`config.mk`:
```
export PLATFORM = sky130hd
export DESIGN_NAME = seven_segment_decoder
export DESIGN_NICKNAME = d
export VERILOG_FILES = /design/src/rtl/seven_seg_pkg.sv /design/src/rtl/seven_segment_decoder_hex_to_seg.sv /design/src/rtl/seven_segment_decoder.sv
export SDC_FILE = /design/constraint.sdc
export NUM_CORES = 1
export LEC_CHECK = 0
export ABC_CLOCK_PERIOD_IN_PS = 1050
export BUFFER_PORTS_ARGS = -buffer_cell sky130_fd_sc_hd__buf_2
export CAP_MARGIN = 0
export CELL_PAD_IN_SITES_DETAIL_PLACEMENT = 0
export CELL_PAD_IN_SITES_GLOBAL_PLACEMENT = 1
export CORE_AREA = 2 2 39 41
export CTS_CLUSTER_SIZE = 24
export DETAILED_ROUTE_END_ITERATION = 8
export DIE_AREA = 0 0 41 43
export PLACE_DENSITY = 0.7
export REMOVE_ABC_BUFFERS = 1
export SLEW_MARGIN = 20
export SYNTH_ARGS = -nofsm -noshare
export SYNTH_HDL_FRONTEND = slang
export SYNTH_SLANG_ARGS = --single-unit
```
`constraint.sdc`:
```
create_clock -name clk -period 1.05 [get_ports clk]
set_input_delay 0.0525 -clock clk [delete_from_list [all_inputs] [get_ports clk]]
set_output_delay 0.0525 -clock clk [all_outputs]
set_load 0.01 [all_outputs]
```
`src/rtl/seven_seg_pkg.sv`:
```
// Shared constants for the seven-segment decoder: segment bit positions,
// the active-high hex glyph table and the polarity helper.
package seven_seg_pkg;

  localparam int unsigned SEG_W = 7;

  localparam int unsigned SEG_A = 6;
  localparam int unsigned SEG_B = 5;
  localparam int unsigned SEG_C = 4;
  localparam int unsigned SEG_D = 3;
  localparam int unsigned SEG_E = 2;
  localparam int unsigned SEG_F = 1;
  localparam int unsigned SEG_G = 0;

  localparam logic [SEG_W-1:0] SEG_OFF = 7'b0000000;
  localparam logic [SEG_W-1:0] SEG_ALL = 7'b1111111;

  // Active-high glyphs, abcdefg order, indexed by nibble value.
  localparam logic [SEG_W-1:0] SEG_PATTERNS [16] = '{
    7'b1111110, 7'b0110000, 7'b1101101, 7'b1111001,
    7'b0110011, 7'b1011011, 7'b1011111, 7'b1110000,
    7'b1111111, 7'b1111011, 7'b1110111, 7'b0011111,
    7'b1001110, 7'b0111101, 7'b1001111, 7'b1000111
  };

  function automatic logic [SEG_W-1:0] seg_apply_polarity(
    input logic [SEG_W-1:0] pattern,
    input logic             active_low
  );
    logic [SEG_W-1:0] mask;
    if (active_low) begin
      mask = SEG_ALL;
    end else begin
      mask = SEG_OFF;
    end
    return pattern ^ mask;
  endfunction

endpackage

```
`src/rtl/seven_segment_decoder_hex_to_seg.sv`:
```
// Combinational nibble-to-glyph lookup; output is always the active-high pattern.
module hex_to_seg
  import seven_seg_pkg::*;
(
  input  logic [3:0]       nibble_i,
  output logic [SEG_W-1:0] seg_o
);

  // Full 16-entry decode; default only exists for structural completeness.
  always_comb begin
    seg_o = SEG_OFF;
    case (nibble_i)
      4'd0:    seg_o = SEG_PATTERNS[0];
      4'd1:    seg_o = SEG_PATTERNS[1];
      4'd2:    seg_o = SEG_PATTERNS[2];
      4'd3:    seg_o = SEG_PATTERNS[3];
      4'd4:    seg_o = SEG_PATTERNS[4];
      4'd5:    seg_o = SEG_PATTERNS[5];
      4'd6:    seg_o = SEG_PATTERNS[6];
      4'd7:    seg_o = SEG_PATTERNS[7];
      4'd8:    seg_o = SEG_PATTERNS[8];
      4'd9:    seg_o = SEG_PATTERNS[9];
      4'd10:   seg_o = SEG_PATTERNS[10];
      4'd11:   seg_o = SEG_PATTERNS[11];
      4'd12:   seg_o = SEG_PATTERNS[12];
      4'd13:   seg_o = SEG_PATTERNS[13];
      4'd14:   seg_o = SEG_PATTERNS[14];
      4'd15:   seg_o = SEG_PATTERNS[15];
      default: seg_o = SEG_OFF;
    endcase
  end

endmodule

```
`src/rtl/seven_segment_decoder.sv`:
```
// Registered hex digit to seven-segment driver with blanking and
// selectable common-cathode / common-anode output polarity.
module seven_segment_decoder
  import seven_seg_pkg::*;
#(
  parameter bit ACTIVE_LOW = 1'b0
) (
  input  logic             clk,
  input  logic             rst,
  input  logic [3:0]       seg_in,
  input  logic             blank,
  output logic [SEG_W-1:0] seg_out
);

  logic [SEG_W-1:0] glyph_s;
  logic [SEG_W-1:0] seg_d;
  logic [SEG_W-1:0] seg_q;

  hex_to_seg u_hex_to_seg (
    .nibble_i (seg_in),
    .seg_o    (glyph_s)
  );

  // Blank first, then invert, so "off" is unlit for either display type.
  always_comb begin
    seg_d = seg_apply_polarity(SEG_OFF, ACTIVE_LOW);
    if (blank) begin
      seg_d = seg_apply_polarity(SEG_OFF, ACTIVE_LOW);
    end else begin
      seg_d = seg_apply_polarity(glyph_s, ACTIVE_LOW);
    end
  end

  // Output register; reset outranks blank and data.
  always_ff @(posedge clk) begin
    if (rst) begin
      seg_q <= seg_apply_polarity(SEG_OFF, ACTIVE_LOW);
    end else begin
      seg_q <= seg_d;
    end
  end

  assign seg_out = seg_q;

endmodule

```
# Word-level counts from Yosys, hierarchy flattened
# Memory sizes are Yosys's and may differ from the RTL's.
# Cells that the tools add are included.
[totals]
reg_bits = 7
romBits = 112
out_inout_bits = 7
n_memories = 1
[op_classes]
mux = 1
bitwise = 1
n_reduce_logical = 1
[mem_list]
columns = ["name", "words", "width", "rd", "rd_ports_with_merged_regs", "wr", "line_no", "source"]
rows = [
  ["(name not given)", 16, 7, 1, 0, 0, "seven_segment_decoder_hex_to_seg.sv:12", "case (nibble_i)"],
]
[ops]
columns = ["op", "count"]
rows = [
  ["two-way mux 7 bit", 1],
  ["bitwise XOR 7 bit", 1],
  ["OR reduction 2 bit", 1],
]

# Logic depth before layout (Yosys ltp)
# Gate-level depths: netlist of the first run.
[depth]
depth_word = 2
depth_mapped = 5
depth_no_buf = 5

# Cells and area by module
# From an unflattened synthesis of the first run, not the netlist that was laid out.
[hier_totals]
cells_unflattened = 47
area_unflattened_um2 = 480.5
[by_module_without_submodules]
columns = ["module", "n_inst", "cells_each", "area_per_inst_um2", "seq_area_each_um2"]
rows = [
  ["hex_to_seg", 1, 33, 287.8, 0.0],
  ["seven_segment_decoder", 1, 14, 192.7, 140.1],
]

# Worst setup path before layout of the first run
# OpenSTA, ideal clock, no wires.
[synth_path]
kind = "input -> register"
from = "input seg_in[1]"
to = "register seg_q[3], in the netlist seg_out[3]"
setup_time_ps = 66
arrival_ps = 839
required_time_ps = 984
slack_ps = 145
cell_stages = 5
path_buffers = 0
cell_sequence = "inv_1 -> ha_1 -> nor2b_1 -> a211o_1 -> a21oi_2"
[synth_via]
elab_chain_len = 2
[synth_rtl]
columns = ["item", "line_no", "source"]
rows = [
  ["from (decl)", "seven_segment_decoder.sv:10", "input logic [3:0] seg_in,"],
  ["memory (16 x 7 bit)", "-", ""],
  ["bitwise XOR 7 bit", "seven_seg_pkg.sv:36", "return pattern ^ mask;"],
  ["to (signal assigned)", "seven_segment_decoder.sv:37", "seg_q <= seg_apply_polarity(SEG_OFF, ACTIVE_LOW);"],
  ["to (signal assigned)", "seven_segment_decoder.sv:39", "seg_q <= seg_d;"],
  ["to (decl)", "seven_segment_decoder.sv:17", "logic [SEG_W-1:0] seg_q;"],
]
# Every way passes these cells.
# A chain may end at the register's enable or synchronous reset.

# Worst setup path in the final report of the first run
# Same ends and word-level chain as after synthesis.

==> results by group, run 1 <==
Synthesis
  • Leading area contributor after synthesis: dfxtp_1
  • Synth Area in Adders: 19.94%
  • Yosys reg bits: 7
  • Yosys top cell area share: 31.91%
  • Post-synthesis sequential area ratio: a little under a third
  • XOR/XNOR Fraction of Synth Area: 0%
  • YS warnings: 0
  • Top post-synthesis cells by area: dfxtp_1 (32%), ha_1 (20%), nand2_1 (5.1%)
  • Unique masters post-synth: 20
  • EDFF count, synth: 0
  • Compound-gate portion of the synthesized area: approximately 20%
  • Mapped cell area: 439.2 sq um
  • Fraction of synthesized area in multiplexers: 0%
  • Cells after Synth: 48
  • Post-Synth Simple-Gate Area: 21.37%
  • Top FF cell, synth: dfxtp_1
  • Main combinational cell family by area after synthesis: simple AND/OR/NAND/NOR gates
  • Mean post-synth cell area: 9.149 sq um
  • Ys async rst share: 0%

Clock network
  • Post-CTS Setup Bufs: 0
  • Clk buf depth: 2
  • Worst-path clk slew: 50 ps
  • Gates resized, CTS repair: 0
  • TritonCTS Buffers: 3
  • Hold-fix buffers, CTS: 0
  • CTS tree: done
  • Clock Root Buffer: clkbuf_4
  • # H-tree levels: 1
  • CTS sink count: 7

STA
  • Setup WS post-layout: 248.9 ps
  • RSZ-0062 raised after global routing: false
  • Slew Viols, Final: 0
  • Final Hold Fails: 0
  • Slew HR: between 80% and 90%
  • Final setup viols: 0
  • Final hold slack: 103.8 ps
  • Tmin final: 801.1 ps
  • Tightest Pin Transition: 261.1 ps
  • Peak Freq: 1248 MHz
  • Final period util: 76.29%

Cells and area
  • Area of the multi-input gates: 269.0 sq um
  • Commonest non-fill, non-tap cell in the layout: buf_2
  • Most frequent cells in the layout: buf_2 (13), ha_1 (7), dfxtp_1 (7), nand2_1 (6)
  • Cell area after layout: around 550 sq um
  • Fin util: ~40%
  • Share of cells above drive strength 1: around a third
  • FF+latch area: roughly 140 sq um
  • # fillers: around 150
  • Max reg flops: 7
  • Layout area overhead: 26.21%
  • Layout net count: 81
  • Antenna cells: 0

Placement
  • Gpl congestion: 0.7426
  • Detailed Place HPWL: 656 um
  • IO buf count: 13
  • Dpl cell area: 528.0 sq um
  • Pre-CTS WS: -29.08 ps

Power
  • Leakage: 0.0002854 uW
  • Peak supply drop: about 240 uV
  • PD cells: 1174 nW/um^2

Floorplanning
  • Die H: roughly 43 um
  • Die area: between 1500 and 2000 sq um
  • Core area: roughly 1400 sq um
  • Starting Density: 31.74%
  • Cell row count: 14
  • I/O pin cnt: 14
  • Die W: between 40 and 50 um

Routing
  • Drt pass-1 iters: 4
  • ANT nets after route: 0
  • Drt first-iter violations: 1
  • Via-per-instance ratio: 4.476
  • Remaining routing DRC violations: 0
  • Vias: 367
  • Routed WL: 816 um
  • Routed wire per std cell: 9.951 um

GRT
  • Initial antenna violation count: 0
  • First-pass GRT wire length: between 1000 and 1500 um
  • Tot GR Track Use: between 10% and 20%
  • Remaining Overflow, GRT: 0
  • Largest net degree at the start of global routing: 14
  • Number of global-route vias before repair: 354

Min path
  • Hold Path Class: primary input to register
  • Hold path start: rst

Setup path
  • CP endpoint kind: register
  • Data arrival, critical path: 980 ps
  • Critical Path End: seg_out[3]
  • Worst Path Required: between 1000 and 1500 ps
  • CP startpoint: seg_in[1]
  • Crit path launch type: primary input
  • Crit Path Max Fanout: 5
  • Crit path kind: primary input to register

Run
  • Max cap viols: 0

Outcome
  • Outcome: completed
==> worst max-delay path, stage by stage <==
cell     delay [ps]
buf_2            80
inv_1            80
ha_1            210
nor2b_1         150
a211o_1         290
a21oi_2         120
==> cell families after synthesis <==
family / count (synthesis)
buffers and inverters: 5
and+or+nand+nor: 17
DFF: 7
AOI/OAI and AO/OA: 12
adders and majority gates: 7
==> worst min-delay path by stage <==
| stage | endpoint | cells after the start |
|---|---|---|
| CTS | seg_out[3] | 3 |
| global route | seg_out[3] | 3 |
| floorplan | seg_out[0] | 1 |
| global placement | seg_out[3] | 3 |
| finish | seg_out[3] | 3 |
| detailed placement | seg_out[3] | 3 |
==> cells in the mapped netlist, types with 2 or more instances <==
| cell type | n |
|---|---|
| o21ai_0 | 2 |
| nor2_1 | 4 |
| nand2b_1 | 2 |
| nor2b_1 | 2 |
| a21oi_1 | 4 |
| ha_1 | 7 |
| nand2_1 | 6 |
| inv_1 | 3 |
| dfxtp_1 | 7 |
==> where the power goes <==
group,internal (uW),total [uW],switching [uW]
sequential,282,285,2.86
clock,144,234,90.0
combinational,58.4,131,73.0
==> final cells by class <==
type / count / share of cell area (%)
multi-input cells: 36 / 48.53
flip-flops and latches: 7 / 25.28
repair buffers: 16 / 15.80
clock buffers: 4 / 4.740
well taps: 16 / 3.612
inverters: 3 / 2.032
==> through the flow <==
step	setup TNS [ps]	std cells	total power (uW)
global placement	0	78	423.4
global route	0	82	711.9
floorplan	0	46	361.0
finish	0	82	651.0
detailed placement	-38.70	78	423.6
CTS	0	82	667.6
==> metal layers <==
layer | vias to the layer above | track usage [%] | part of all wire, %
met5 | - | 0 | 0
met4 | 0 | 14.00 | 2.1
met3 | 2 | 1.571 | 5.4
met2 | 9 | 16.25 | 43
met1 | 155 | 16.24 | 49
li1 | 201 | - | -
Power figures use the tool's default switching activity.
==> run 2, diff against run 1 <==
ABC_CLOCK_PERIOD_IN_PS = 800   (was 1050)
clock period = 0.8 ns   (was 1.05 ns; I/O delays follow)
==> run 2 against run 1 <==
  * Global-route usage fell by 0.70 points
  * Clock power rose by 31%
  * Sequential share of layout area fell by 2.6 points
  * Final cell count rose by 8.5%
  * First-iteration DRC count fell by 100%
  * Count of clock-buffer cells in the layout did not move
  * Flip-flop and latch count did not move
  * Cell area rose by 11%
  * Utilization rose by 4.5 points
  * Worst setup slack got worse by 180 ps
  * Critical path depth did not move
  * Die area did not move
  * Largest cell class unchanged
  * Largest power group unchanged
==> results by group, run 2 (synthesized netlist as in run 1, its figures left out) <==
Power
  • Leakage: 0.0003172 uW
  • Peak supply drop: ~390 uV
  • Net Switching: 224.9 uW
  • Switching share of power: 25.40%
  • Pint: between 600 and 700 uW
  • PD cells: approximately 1400 nW/um^2
  • Reg power frac: 42.3%
  • Final Power: 885.3 uW
  • Clock power share: 34.7%
  • Logic gate share of total power: 23.0%

Setup path
  • Crit Path Max Fanout: 3
  • Crit path kind: primary input to register
  • Crit path launch type: primary input
  • CP endpoint kind: register
  • Data arrival, critical path: 890 ps
  • Worst Path Required: 960 ps

STA
  • RSZ-0062 raised after global routing: false
  • Final period util: 91.10%
  • Setup Total Neg Slack: 0 ps
  • Final Hold Fails: 0
  • Tightest Pin Transition: 256.5 ps
  • Peak Freq: 1372 MHz
  • Slew Viols, Final: 0
  • Slew HR: 82.83%
  • Final setup viols: 0
  • Final hold slack: approximately 94 ps
  • Tmin final: 728.8 ps

Cells and area
  • Commonest non-fill, non-tap cell in the layout: buf_2
  • Share of cells above drive strength 1: 46.58%
  • Most frequent cells in the layout: buf_2 (13), buf_4 (10), dfxtp_1 (7), nand2_1 (6), ha_1 (6)
  • FF+latch area: ~140 sq um
  • Antenna cells: 0
  • Area of the multi-input gates: 279.0 sq um
  • # fillers: 154
  • Layout net count: ~90
  • Layout area overhead: 40.46%
  • Max reg flops: 7

Routing
  • Drt pass-1 iters: 1
  • Routed WL: 838 um
  • Remaining routing DRC violations: 0
  • Drt first-iter violations: 0
  • Via-per-instance ratio: 4.326
  • Routed wire per std cell: 9.416 um
  • ANT nets after route: 0
  • Vias: 385

Floorplanning
  • I/O pin cnt: 14
  • Die W: between 40 and 50 um
  • Core area: about 1400 sq um
  • Die area: 1763 sq um
  • Starting Density: about a third
  • Die H: 43 um
  • Cell row count: 14

Clock network
  • Worst-path clk slew: 50 ps
  • CTS sink count: 7
  • Hold-fix buffers, CTS: 0
  • # H-tree levels: 1
  • Clk buf depth: 2
  • CTS tree: done
  • TritonCTS Buffers: 3
  • Clock Root Buffer: clkbuf_4

Placement
  • Detailed Place HPWL: 704.9 um
  • Gpl congestion: 0.7375
  • IO buf count: 13

GRT
  • First-pass GRT wire length: 1435 um
  • Tot GR Track Use: around an eighth
  • Remaining Overflow, GRT: 0
  • Largest net degree at the start of global routing: 12
  • Number of global-route vias before repair: ~340
  • Initial antenna violation count: 0

Min path
  • Hold Path Class: primary input to register

Outcome
  • Outcome: completed

Run
  • Max cap viols: 0
[run 2: changes by cell type in the layout (fill, tap and decap cells not counted)]
cell / change
inv_2: +2
buf_4: +7
inv_1: -2
o32ai_2: +1
o32ai_1: -1
ha_1: -1
ha_2: +1
[run 2: final timing paths]
kind	slack (ps)	to	startpoint	cells past startpoint
max	70	seg_out[0]	seg_in[1]	6
min	90	seg_out[3]	rst	3
[run 2: timing repair]
| item | 4_1_cts | 5_1_grt |
|---|---|---|
| resized for setup | 0 | 4 |
| setup endpoints to repair | 0 | 4 |
| buffers inserted | 0 | 0 |
[run 2: power groups by stage]
stage	combinational, uW	sequential (uW)	clock, uW
final	204	374	307
after global routing	231	377	344
after CTS	200	375	322
after detailed placement	199	382	0
after global placement	199	381	0
after floorplan	79.8	394	0
[run 2: cell type report]
type                            count  share of cell area (%)
Clock buffer                        4                   4.260
Inverter                            3                   1.826
Multi-Input combinational cell     36                   45.23
Sequential cell                     7                   22.72
Tap cell                           16                   3.245
Timing Repair Buffer               23                   22.72
[run 2: routing by layer]
layer  wire, um  up-vias  track usage [%]
met5          0        -                0
met4          9        0            12.00
met3         34        2                0
met2        402        9            16.25
met1        391      161            15.92
li1           -      213                -
[run 2: worst max-delay path, stage by stage]
cell and delay (ps):
buf_2 110, buf_4 130, ha_1 190, nand2b_1 100, nand2_1 80, a221oi_2 250
[run 2: through the flow]
stage               worst slack, ps  instances  utilization, %  area, sq um
floorplan                    -92.93         46               -        420.4
global placement             -216.4         85           41.95        580.6
detailed placement           -240.9         85           41.95        580.6
CTS                           18.65         89           43.85        606.8
global route                  5.483         89           44.57        616.8
finish                        71.20         89           44.57        616.8
==> run 3, diff against run 2 <==
ABC_CLOCK_PERIOD_IN_PS = 900   (was 800)
SETUP_SLACK_MARGIN = 0.4   (was unset)
clock period = 0.9 ns   (was 0.8 ns; I/O delays follow)
==> run 3 against run 2 <==
  * Sequential power is 10% lower
  * Cell area is 40% higher
  * Worst setup slack better by 120 ps
  * Via count is 7.8% higher
  * Critical path type is now register to output port
  * First-iteration DRC count stayed put
==> results by group, run 3 (synthesized netlist as in run 1, its figures left out) <==
GRT
  • M1 GR Usage: 15.56%
  • First-pass GRT wire length: 1745 um
  • Initial antenna violation count: 0
  • GR met2 Demand/Resource: 25.00%
  • Remaining Overflow, GRT: 0
  • Tot GR Track Use: 14.70%
  • Largest net degree at the start of global routing: 14
  • Number of global-route vias before repair: roughly 420
  • Grt peak-use layer: met2
  • Met3 GRT Util: 0%

Clock network
  • CTS tree: done
  • TritonCTS Buffers: 3
  • # H-tree levels: 1
  • CTS sink count: 7
  • Clock Root Buffer: clkbuf_4
  • Clk buf depth: 2
  • Worst-path clk slew: 50 ps

Routing
  • Remaining routing DRC violations: 0
  • Drt first-iter violations: 0
  • Routed wire per std cell: 11.88 um
  • Drt pass-1 iters: 1
  • ANT nets after route: 0
  • Via-per-instance ratio: 4.663
  • Routed WL: between 1000 and 1500 um
  • Vias: around 420

Floorplanning
  • Starting Density: 31.74%
  • Die H: 43 um
  • Die W: 41 um
  • I/O pin cnt: 14
  • Die area: 1763 sq um
  • Core area: 1384 sq um
  • Cell row count: 14

Cells and area
  • # fillers: 121
  • Layout area overhead: 96.58%
  • Commonest non-fill, non-tap cell in the layout: buf_6
  • Antenna cells: 0
  • FF+latch area: roughly 140 sq um
  • Area of the multi-input gates: about 440 sq um
  • Layout net count: 88
  • Max reg flops: 7
  • Share of cells above drive strength 1: 78.08%
  • Cell area after layout: between 800 and 900 sq um
  • Most frequent cells in the layout: buf_6 (9), ha_4 (7), buf_2 (7), a21oi_2 (5), buf_4 (5)

Setup path
  • Worst Path Required: between 800 and 900 ps
  • Crit path kind: register to output port
  • Critical Path, Cell by Cell: buf_6
  • Crit path launch type: register
  • Crit Path Max Fanout: 1
  • Data arrival, critical path: 670 ps
  • CP max-delay cell: dfxtp_2
  • Bufs and invs on worst path: 1
  • CP endpoint kind: output port
  • Critical Path Max Stage Delay: 310 ps
  • Worst path top cell family by delay: flip-flops

Placement
  • Detailed Place HPWL: 673.3 um
  • Dpl cell area: 558.0 sq um
  • Pre-CTS WS: -142.8 ps
  • Gpl congestion: 0.7219
  • IO buf count: 13

STA
  • Final period util: 79.04%
  • Setup WS post-layout: 188.6 ps
  • Tightest Pin Transition: 319.3 ps
  • Slew HR: 78.71%
  • Tmin final: roughly 710 ps
  • Peak Freq: 1406 MHz
  • RSZ-0062 raised after global routing: true
  • Slew Viols, Final: 0
  • Final setup viols: 0
  • Final Hold Fails: 0
  • Final hold slack: approximately 93 ps
  • Setup Total Neg Slack: 0 ps

Run
  • Max cap viols: 0

Power
  • Final Power: ~900 uW
  • Leakage: 0.0003618 uW
  • PD cells: 1057 nW/um^2
  • Peak supply drop: 369.7 uV

Min path
  • Hold Path Class: primary input to register

Outcome
  • Outcome: completed
[run 3: layer usage]
layer  part of all wire (%)  vias to the layer above
met4                   0.85                        0
met5                      0                        -
met3                    2.7                        2
met1                     38                      191
li1                       -                      213
met2                     58                        9
[run 3: final timing paths]
| path | from | to | cells after the start |
|---|---|---|---|
| setup / recovery | seg_out[6] | seg_out[6] | 1 |
| hold / removal | rst | seg_out[1] | 4 |
[run 3: where the power goes]
| group | total (uW) | switching [uW] | internal [uW] |
|---|---|---|---|
| Sequential | 336 | 5.36 | 331 |
| Combinational | 300 | 144 | 156 |
| Clock | 276 | 108 | 169 |
[run 3: per-stage QoR]
stage,util (%),cells
finish,62.39,89
detailed placement,40.33,82
global placement,40.33,82
floorplan,-,46
global route,62.39,89
CTS,56.51,88
[run 3: cell type report]
cell class,count,area share (%)
Timing Repair Buffer,23,24.20
Inverter,3,3.043
Tap cell,16,2.319
Clock buffer,4,3.043
Sequential cell,7,16.67
Multi-Input combinational cell,36,50.72
[run 3: what timing repair did]
item	CTS	global route
hold buffers	0	0
gates cloned	0	0
endpoints found under the setup margin	14	14
pin swaps	10	7
setup buffers	2	1
resized for setup	46	15
